===== config.mk =====
export PLATFORM = sky130hd
export DESIGN_NAME = k005297_supbdseq
export DESIGN_NICKNAME = d
export VERILOG_FILES = /design/src/rtl/K005297_supbd_pkg.sv /design/src/rtl/K005297_rotwdt.sv /design/src/rtl/k005297_supbdseq.sv
export SDC_FILE = /design/constraint.sdc
export NUM_CORES = 1
export LEC_CHECK = 0
export ABC_AREA = 1
export BUFFER_PORTS_ARGS = -buffer_cell sky130_fd_sc_hd__buf_2
export CAP_MARGIN = 20
export CORE_MARGIN = 4
export CORE_UTILIZATION = 30
export DETAILED_ROUTE_END_ITERATION = 10
export PLACE_DENSITY = 0.6
export SYNTH_ARGS = -nofsm -noshare
export SYNTH_HDL_FRONTEND = slang
export SYNTH_SLANG_ARGS = --single-unit

===== constraint.sdc =====
create_clock -name i_MCLK -period 4.4 [get_ports i_MCLK]
set_input_delay 0.44 -clock i_MCLK [delete_from_list [all_inputs] [get_ports i_MCLK]]
set_output_delay 0.44 -clock i_MCLK [all_outputs]
set_load 0.1 [all_outputs]

===== src/rtl/K005297_supbd_pkg.sv =====
`default_nettype none
// ============================================================================
//  Module   : K005297_supbd_pkg
//  Purpose  : Shared state encoding, fault codes and rotation slot index for
//             the SUPBD length-counter sequencer and its helpers.
//  Revision : 1.0  initial release
// ============================================================================
package K005297_supbd_pkg;

  // One-hot sequencer states
  typedef enum logic [6:0] {
    ST_IDLE     = 7'b000_0001,
    ST_ARM      = 7'b000_0010,
    ST_START    = 7'b000_0100,
    ST_WAIT_ACT = 7'b000_1000,
    ST_ACTIVE   = 7'b001_0000,
    ST_DONE     = 7'b010_0000,
    ST_FAULT    = 7'b100_0000
  } state_t;

  // Fault codes reported on ERRCODE
  localparam logic [1:0] c_ERR_NONE  = 2'b00;
  localparam logic [1:0] c_ERR_NOACK = 2'b01;
  localparam logic [1:0] c_ERR_TMO   = 2'b10;
  localparam logic [1:0] c_ERR_ABORT = 2'b11;

  // Rotation slot at which a burst is launched
  localparam int unsigned c_PHASE19 = 19;

endpackage
`default_nettype wire


===== src/rtl/K005297_rotwdt.sv =====
`default_nettype none
// ============================================================================
//  Module   : K005297_rotwdt
//  Purpose  : Rotation-count watchdog. Counts phase ticks while enabled and
//             flags the tick on which the count reaches LIMIT.
//  Revision : 1.0  initial release
// ============================================================================
module K005297_rotwdt #(
  parameter int unsigned LIMIT = 4   // rotations before terminal, 1..7
) (
  input  logic i_MCLK,
  input  logic i_RST,
  input  logic i_CE,     // clock enable (active high)
  input  logic i_CLR,    // hold counter at zero
  input  logic i_PH,     // qualifying phase seen this tick
  output logic o_TERM    // this tick completes LIMIT rotations
);

  localparam logic [2:0] c_LAST = 3'(LIMIT - 1);

  logic [2:0] cnt_q;
  logic [2:0] cnt_d;

  // Next count: clear dominates, otherwise saturating increment on phase
  always_comb begin
    cnt_d = cnt_q;
    if (i_CLR) begin
      cnt_d = '0;
    end else if (i_PH && (cnt_q != 3'd7)) begin
      cnt_d = cnt_q + 3'd1;
    end
  end

  // Counter register, advancing only on enabled ticks
  always_ff @(posedge i_MCLK) begin
    if (i_RST) begin
      cnt_q <= '0;
    end else if (i_CE) begin
      cnt_q <= cnt_d;
    end
  end

  assign o_TERM = i_CE & ~i_CLR & i_PH & (cnt_q == c_LAST);

endmodule
`default_nettype wire


===== src/rtl/k005297_supbdseq.sv =====
`default_nettype none
// ============================================================================
//  Module   : k005297_supbdseq
//  Purpose  : SUPBD burst sequencer. Queues one request, launches the length
//             counter at rotation slot 19, supervises ack/active/timeout and
//             reports completion, length check and fault status.
//  Revision : 1.0  initial release
// ============================================================================
module k005297_supbdseq
  import K005297_supbd_pkg::*;
#(
  parameter int unsigned EXP_BITS  = 14,
  parameter int unsigned TMO_ROT   = 4,
  parameter int unsigned ACK_TICKS = 3
) (
  input  logic        i_MCLK,
  input  logic        i_RST,
  input  logic        i_CLK2M_PCEN_n,
  input  logic [19:0] i_ROT20_n,
  input  logic        i_SYS_RUN_FLAG,
  input  logic        i_SUPBD_REQ,
  input  logic        i_SUPBDLCNTR_CNT,
  input  logic        i_SUPBD_ACT_n,
  input  logic        i_SUPBD_END_n,
  output logic        o_SUPBD_START_n,
  output logic        o_BUSY,
  output logic        o_DONE,
  output logic        o_LEN_OK,
  output logic [7:0]  o_BITCNT,
  output logic        o_ERR,
  output logic [1:0]  o_ERRCODE,
  output logic        o_REQ_OVF
);

  localparam logic [7:0] c_ACK_LAST = 8'(ACK_TICKS - 1);
  localparam logic [7:0] c_EXP_BITS = 8'(EXP_BITS);

  logic w_tick;
  logic w_ph19;
  logic w_tmo;
  logic w_unused_in;

  state_t     state_q,   state_d;
  logic       pend_q,    pend_d;
  logic       ovf_q,     ovf_d;
  logic [7:0] bitcnt_q,  bitcnt_d;
  logic [7:0] ackcnt_q,  ackcnt_d;
  logic [1:0] code_q,    code_d;
  logic       start_n_q, start_n_d;
  logic       busy_q,    busy_d;
  logic       done_q,    done_d;
  logic       lenok_q,   lenok_d;
  logic       err_q,     err_d;
  logic [1:0] errcode_q, errcode_d;

  assign w_tick = ~i_CLK2M_PCEN_n;
  assign w_ph19 = ~i_ROT20_n[c_PHASE19];
  // END_n is status only; remaining phase bits are not needed here
  assign w_unused_in = ^{i_SUPBD_END_n, i_ROT20_n};

  // Rotation timer runs only while the counter reports active
  K005297_rotwdt #(
    .LIMIT (TMO_ROT)
  ) u_rotwdt (
    .i_MCLK (i_MCLK),
    .i_RST  (i_RST),
    .i_CE   (w_tick),
    .i_CLR  (state_q != ST_ACTIVE),
    .i_PH   (w_ph19),
    .o_TERM (w_tmo)
  );

  // Request queue, next-state and registered-output decode
  always_comb begin
    state_d   = state_q;
    pend_d    = pend_q;
    ovf_d     = ovf_q;
    bitcnt_d  = bitcnt_q;
    ackcnt_d  = ackcnt_q;
    code_d    = code_q;
    done_d    = 1'b0;
    err_d     = 1'b0;
    lenok_d   = lenok_q;
    errcode_d = errcode_q;

    // One-deep queue: a second request while one is waiting is an overflow
    if (!i_SYS_RUN_FLAG) begin
      pend_d = 1'b0;
    end else if ((state_q != ST_IDLE) && i_SUPBD_REQ) begin
      if (pend_q) begin
        ovf_d = 1'b1;
      end
      pend_d = 1'b1;
    end

    case (state_q)
      ST_IDLE: begin
        if (i_SYS_RUN_FLAG && (i_SUPBD_REQ || pend_q)) begin
          state_d  = ST_ARM;
          pend_d   = 1'b0;
          ovf_d    = 1'b0;
          bitcnt_d = '0;
        end
      end
      ST_ARM: begin
        if (!i_SYS_RUN_FLAG) begin
          state_d = ST_FAULT;
          code_d  = c_ERR_ABORT;
        end else if (w_ph19) begin
          state_d = ST_START;
        end
      end
      ST_START: begin
        state_d  = ST_WAIT_ACT;
        ackcnt_d = '0;
      end
      ST_WAIT_ACT: begin
        if (!i_SYS_RUN_FLAG) begin
          state_d = ST_FAULT;
          code_d  = c_ERR_ABORT;
        end else if (!i_SUPBD_ACT_n) begin
          state_d = ST_ACTIVE;
        end else if (ackcnt_q >= c_ACK_LAST) begin
          state_d = ST_FAULT;
          code_d  = c_ERR_NOACK;
        end else begin
          ackcnt_d = ackcnt_q + 8'd1;
        end
      end
      ST_ACTIVE: begin
        if (i_SUPBDLCNTR_CNT && (bitcnt_q != 8'hFF)) begin
          bitcnt_d = bitcnt_q + 8'd1;
        end
        // Abort outranks normal end, which outranks timeout
        if (i_SUPBD_ACT_n && !i_SYS_RUN_FLAG) begin
          state_d = ST_FAULT;
          code_d  = c_ERR_ABORT;
        end else if (i_SUPBD_ACT_n) begin
          state_d = ST_DONE;
        end else if (w_tmo) begin
          state_d = ST_FAULT;
          code_d  = c_ERR_TMO;
        end
      end
      ST_DONE: begin
        done_d    = 1'b1;
        lenok_d   = (bitcnt_q == c_EXP_BITS);
        errcode_d = c_ERR_NONE;
        state_d   = ST_IDLE;
      end
      ST_FAULT: begin
        err_d     = 1'b1;
        errcode_d = code_q;
        lenok_d   = 1'b0;
        state_d   = ST_IDLE;
      end
      default: begin
        state_d = ST_IDLE;
      end
    endcase

    // START_n and BUSY track the state being entered, so they are flops
    start_n_d = (state_d != ST_START);
    busy_d    = (state_d != ST_IDLE);
  end

  // State and output registers; reset acts on every edge, updates on ticks
  always_ff @(posedge i_MCLK) begin
    if (i_RST) begin
      state_q   <= ST_IDLE;
      pend_q    <= 1'b0;
      ovf_q     <= 1'b0;
      bitcnt_q  <= '0;
      ackcnt_q  <= '0;
      code_q    <= c_ERR_NONE;
      start_n_q <= 1'b1;
      busy_q    <= 1'b0;
      done_q    <= 1'b0;
      lenok_q   <= 1'b0;
      err_q     <= 1'b0;
      errcode_q <= c_ERR_NONE;
    end else if (w_tick) begin
      state_q   <= state_d;
      pend_q    <= pend_d;
      ovf_q     <= ovf_d;
      bitcnt_q  <= bitcnt_d;
      ackcnt_q  <= ackcnt_d;
      code_q    <= code_d;
      start_n_q <= start_n_d;
      busy_q    <= busy_d;
      done_q    <= done_d;
      lenok_q   <= lenok_d;
      err_q     <= err_d;
      errcode_q <= errcode_d;
    end
  end

  assign o_SUPBD_START_n = start_n_q;
  assign o_BUSY          = busy_q;
  assign o_DONE          = done_q;
  assign o_LEN_OK        = lenok_q;
  assign o_BITCNT        = bitcnt_q;
  assign o_ERR           = err_q;
  assign o_ERRCODE       = errcode_q;
  assign o_REQ_OVF       = ovf_q;

endmodule
`default_nettype wire


==> qor.csv <==
stage,metric,value,unit
outcome,status,"finished, final reports clean",
setup_path,worstReg2RegEnd,o_BITCNT[0],
sta,tns,0,ns
logic_synthesis,yosys.cell_count.top_type,nand2_1,
global_routing,met3_usage,3.41,%
sta,skew,0.00740,ns
cells_and_area,syn2layout_area_growth,13.4,%
setup_path,reg2reg_from,state_q[0],
cells_and_area,fin_nets,354,
placed_design,hpwl,3260,µm
clock_tree,cts_root_buffer,clkbuf_8,
sta,period_share,43.6,%
global_routing,grt.met1_usage,15.2,%
detailed_routing,drt-vias-per-instance,4.77,
logic_synthesis,synthTopCellsByArea,"dfxtp_1, nand2_1, nor2_1",
min_path,worstHoldPathCells,2,
floorplan,start_util,30.9,%
global_routing,busiest_layer,met2,
global_routing,grt_max_degree,27,
setup_path,rr_worst_depth,9,
setup_path,reg2reg_slack,2.53,ns
floorplan,ioPinCount,44,
logic_synthesis,ys_seq_area_share,37.5,%
global_routing,antenna_found_initial,0,
logic_synthesis,synth_top_area_cell,dfxtp_1,
sta,finalCriticalPeriod,1.92,ns
logic_synthesis,synth_top_flop_cell,dfxtp_1,
cells_and_area,n_fill_cell,723,
clock_tree,tritoncts,done,
run,maxCapViolations,0,
clock_tree,clock_latency,0.29,ns
detailed_routing,num_vias,1888,
logic_synthesis,yosys.area.top_type_share,37.5,%
sta,tightestPinTransition,0.721,ns
global_routing,grt_use_met2,20.7,%
logic_synthesis,netlist-cell-type-count,26,
setup_path,arrival,2.10,ns
floorplan,dieWidth,89.2,µm
clock_tree,hold_buffers,0,
cells_and_area,layout-drive-gt1-share,12.5,%
power,p_leak,0.981,nW
detailed_routing,drtIter0Drc,116,
sta,fmaxAchievable,521,MHz
cells_and_area,multi_input_area,1070,µm²
logic_synthesis,syn-num-nets,332,
placed_design,io_buffers,23,
sta,setup_viol,0,
placed_design,globalplace.congestion,0.831,
min_path,whs_endpoint,ackcnt_q[5],
setup_path,critPathLaunchType,input pin,
setup_path,crit_path_max_fanout,23,
min_path,worstHoldStart,ackcnt_q[5],
setup_path,worstSetupStartpoint,i_CLK2M_PCEN_n,
cells_and_area,diodes,0,
floorplan,die-area,7950,µm²
clock_tree,clockBufferDepth,2,
global_routing,grt_remaining_overflow,0,
detailed_routing,routed_wirelength,4520,µm
detailed_routing,wl_per_cell,11.4,µm
global_routing,grt_pass1_vias,1677,
detailed_routing,final_antenna_net_count,0,
logic_synthesis,synthCells,297,
logic_synthesis,async_flop_share,0,%
sta,relSlewSlack,51.9,%
clock_tree,cts-resized-gates,0,
power,powerDensity,298,nW/µm²
clock_tree,post-cts-setup-buffer-count,0,
clock_tree,htree_levels,2,
logic_synthesis,netlist_area,1980,µm²
clock_tree,cts_buffers,5,
sta,hold_violations,0,
setup_path,endpoint_kind,register,
sta,maxSlewViolCount,0,
placed_design,place_ws,2.15,ns
setup_path,critical_path_class,in2reg,
sta,setup_ws,2.48,ns
logic_synthesis,synth_edf_count,0,
global_routing,grt_util_all_layers,12.2,%
min_path,min_path_type,reg2reg,
cells_and_area,seq_area,741,µm²
logic_synthesis,yosys_register_bits,37,
floorplan,rows,29,
floorplan,core_area,6390,µm²
logic_synthesis,synth_area_per_cell,6.65,µm²
global_routing,grt_pass1_wl,7700,µm
logic_synthesis,synth-warning-count,0,
clock_tree,clock-sinks,37,
detailed_routing,firstDrtPassIters,4,
sta,grt_setup_unrepaired,no,
floorplan,die_y,89.2,µm
power,peakVddDrop,0.000104,V
logic_synthesis,netlist_top_cells_count,"nand2_1, nor2_1, dfxtp_1",
clock_tree,cts.reportedPaths.clkPinSlew,0.07,ns
detailed_routing,route.detailed.drc,0,
setup_path,critPathRequiredTime,4.58,ns
flip-flops by register name, indices dropped and copies added (netlist names):
name,flops
o_BUSY,1
o_LEN_OK,1
code_q,2
ackcnt_q,8
pend_q,1
o_ERR,1
o_REQ_OVF,1
o_ERRCODE,2
o_SUPBD_START_n,1
o_BITCNT,8
o_DONE,1
state_q,7
u_rotwdt.cnt_q,3
metrics by stage:
stage               instances  utilization (%)  hold slack (ns)  total power [W]  instance area [µm²]
floorplan                 297                -            0.419         0.000413                 1980
global placement          389             33.7            0.428         0.000431                 2150
finish                    396             35.1            0.437         0.000667                 2240
detailed placement        389             33.7            0.430         0.000432                 2150
CTS                       396             35.1            0.441         0.000674                 2240
global route              396             35.1            0.467         0.000696                 2240
metal layers:
metal  vias to the layer above  part of all wire [%]
met5                         -                     0
met1                       861                    48
met4                         0                  0.86
met2                        25                    47
met3                         4                   3.8
li1                        998                     -
layout make-up:
class,instances,area share [%]
tap,77,4.30
sequential,37,33.1
timing repair buffer,23,5.14
clock buffer,7,3.85
multi-input combinational,216,47.6
inverter,36,6.03
where the power goes:
| group | total (W) | internal, W | switching (W) |
|---|---|---|---|
| Combinational | 0.0000787 | 0.0000190 | 0.0000596 |
| Sequential | 0.000346 | 0.000340 | 0.00000517 |
| Clock | 0.000243 | 0.000124 | 0.000118 |
worst max-delay path: stages:
cell and delay (ns):
buf_2 0.20, inv_1 0.56, nand3_1 0.25, nand2_1 0.13, nand3_1 0.08, nand3_1 0.19
nand3_1 0.09, nand2_1 0.09, nor2_1 0.04
worst max path at each step:
stage	slack, ns	depth (start not counted)	endpoint
3_3_place_gp	2.21	9	code_q[0]
2_1_floorplan	2.30	9	o_BITCNT[6]
5_1_grt	2.27	9	code_q[0]
6_report	2.48	9	code_q[0]
3_5_place_dp	2.15	9	code_q[0]
4_1_cts	2.46	9	code_q[0]
layout by cell type, fill, tap and decap left out:
master and n:
a211oi_1 1, a21oi_1 28, buf_2 23, clkbuf_1 1
clkbuf_8 6, dfxtp_1 37, ha_1 7, inv_1 35
inv_2 1, nand2_1 66, nand2_2 5, nand2_4 1
nand3_1 20, nand3b_1 2, nand4_1 4, nor2_1 45
nor2_2 1, nor2_4 2, nor3_1 4, nor4_1 2
o2111ai_1 1, o211a_1 1, o211ai_1 1, o21ai_0 19
or2_2 1, xnor2_1 2, xor2_1 3
logic make-up (layout without fill, tap and decap cells):
group | Yosys count | count (layout) | share of synthesized area (%)
flip-flops | 37 | 37 | 37.5
adder cells (fa/ha/maj) | 7 | 7 | 4.43
AO/OA/AOI/OAI | 51 | 51 | 13.6
AND/OR/NAND/NOR | 153 | 153 | 33.8
XOR/XNOR | 5 | 5 | 2.22
buffers and inverters | 44 | 66 | 8.49
Note: power is estimated with default switching activity, not from simulation.
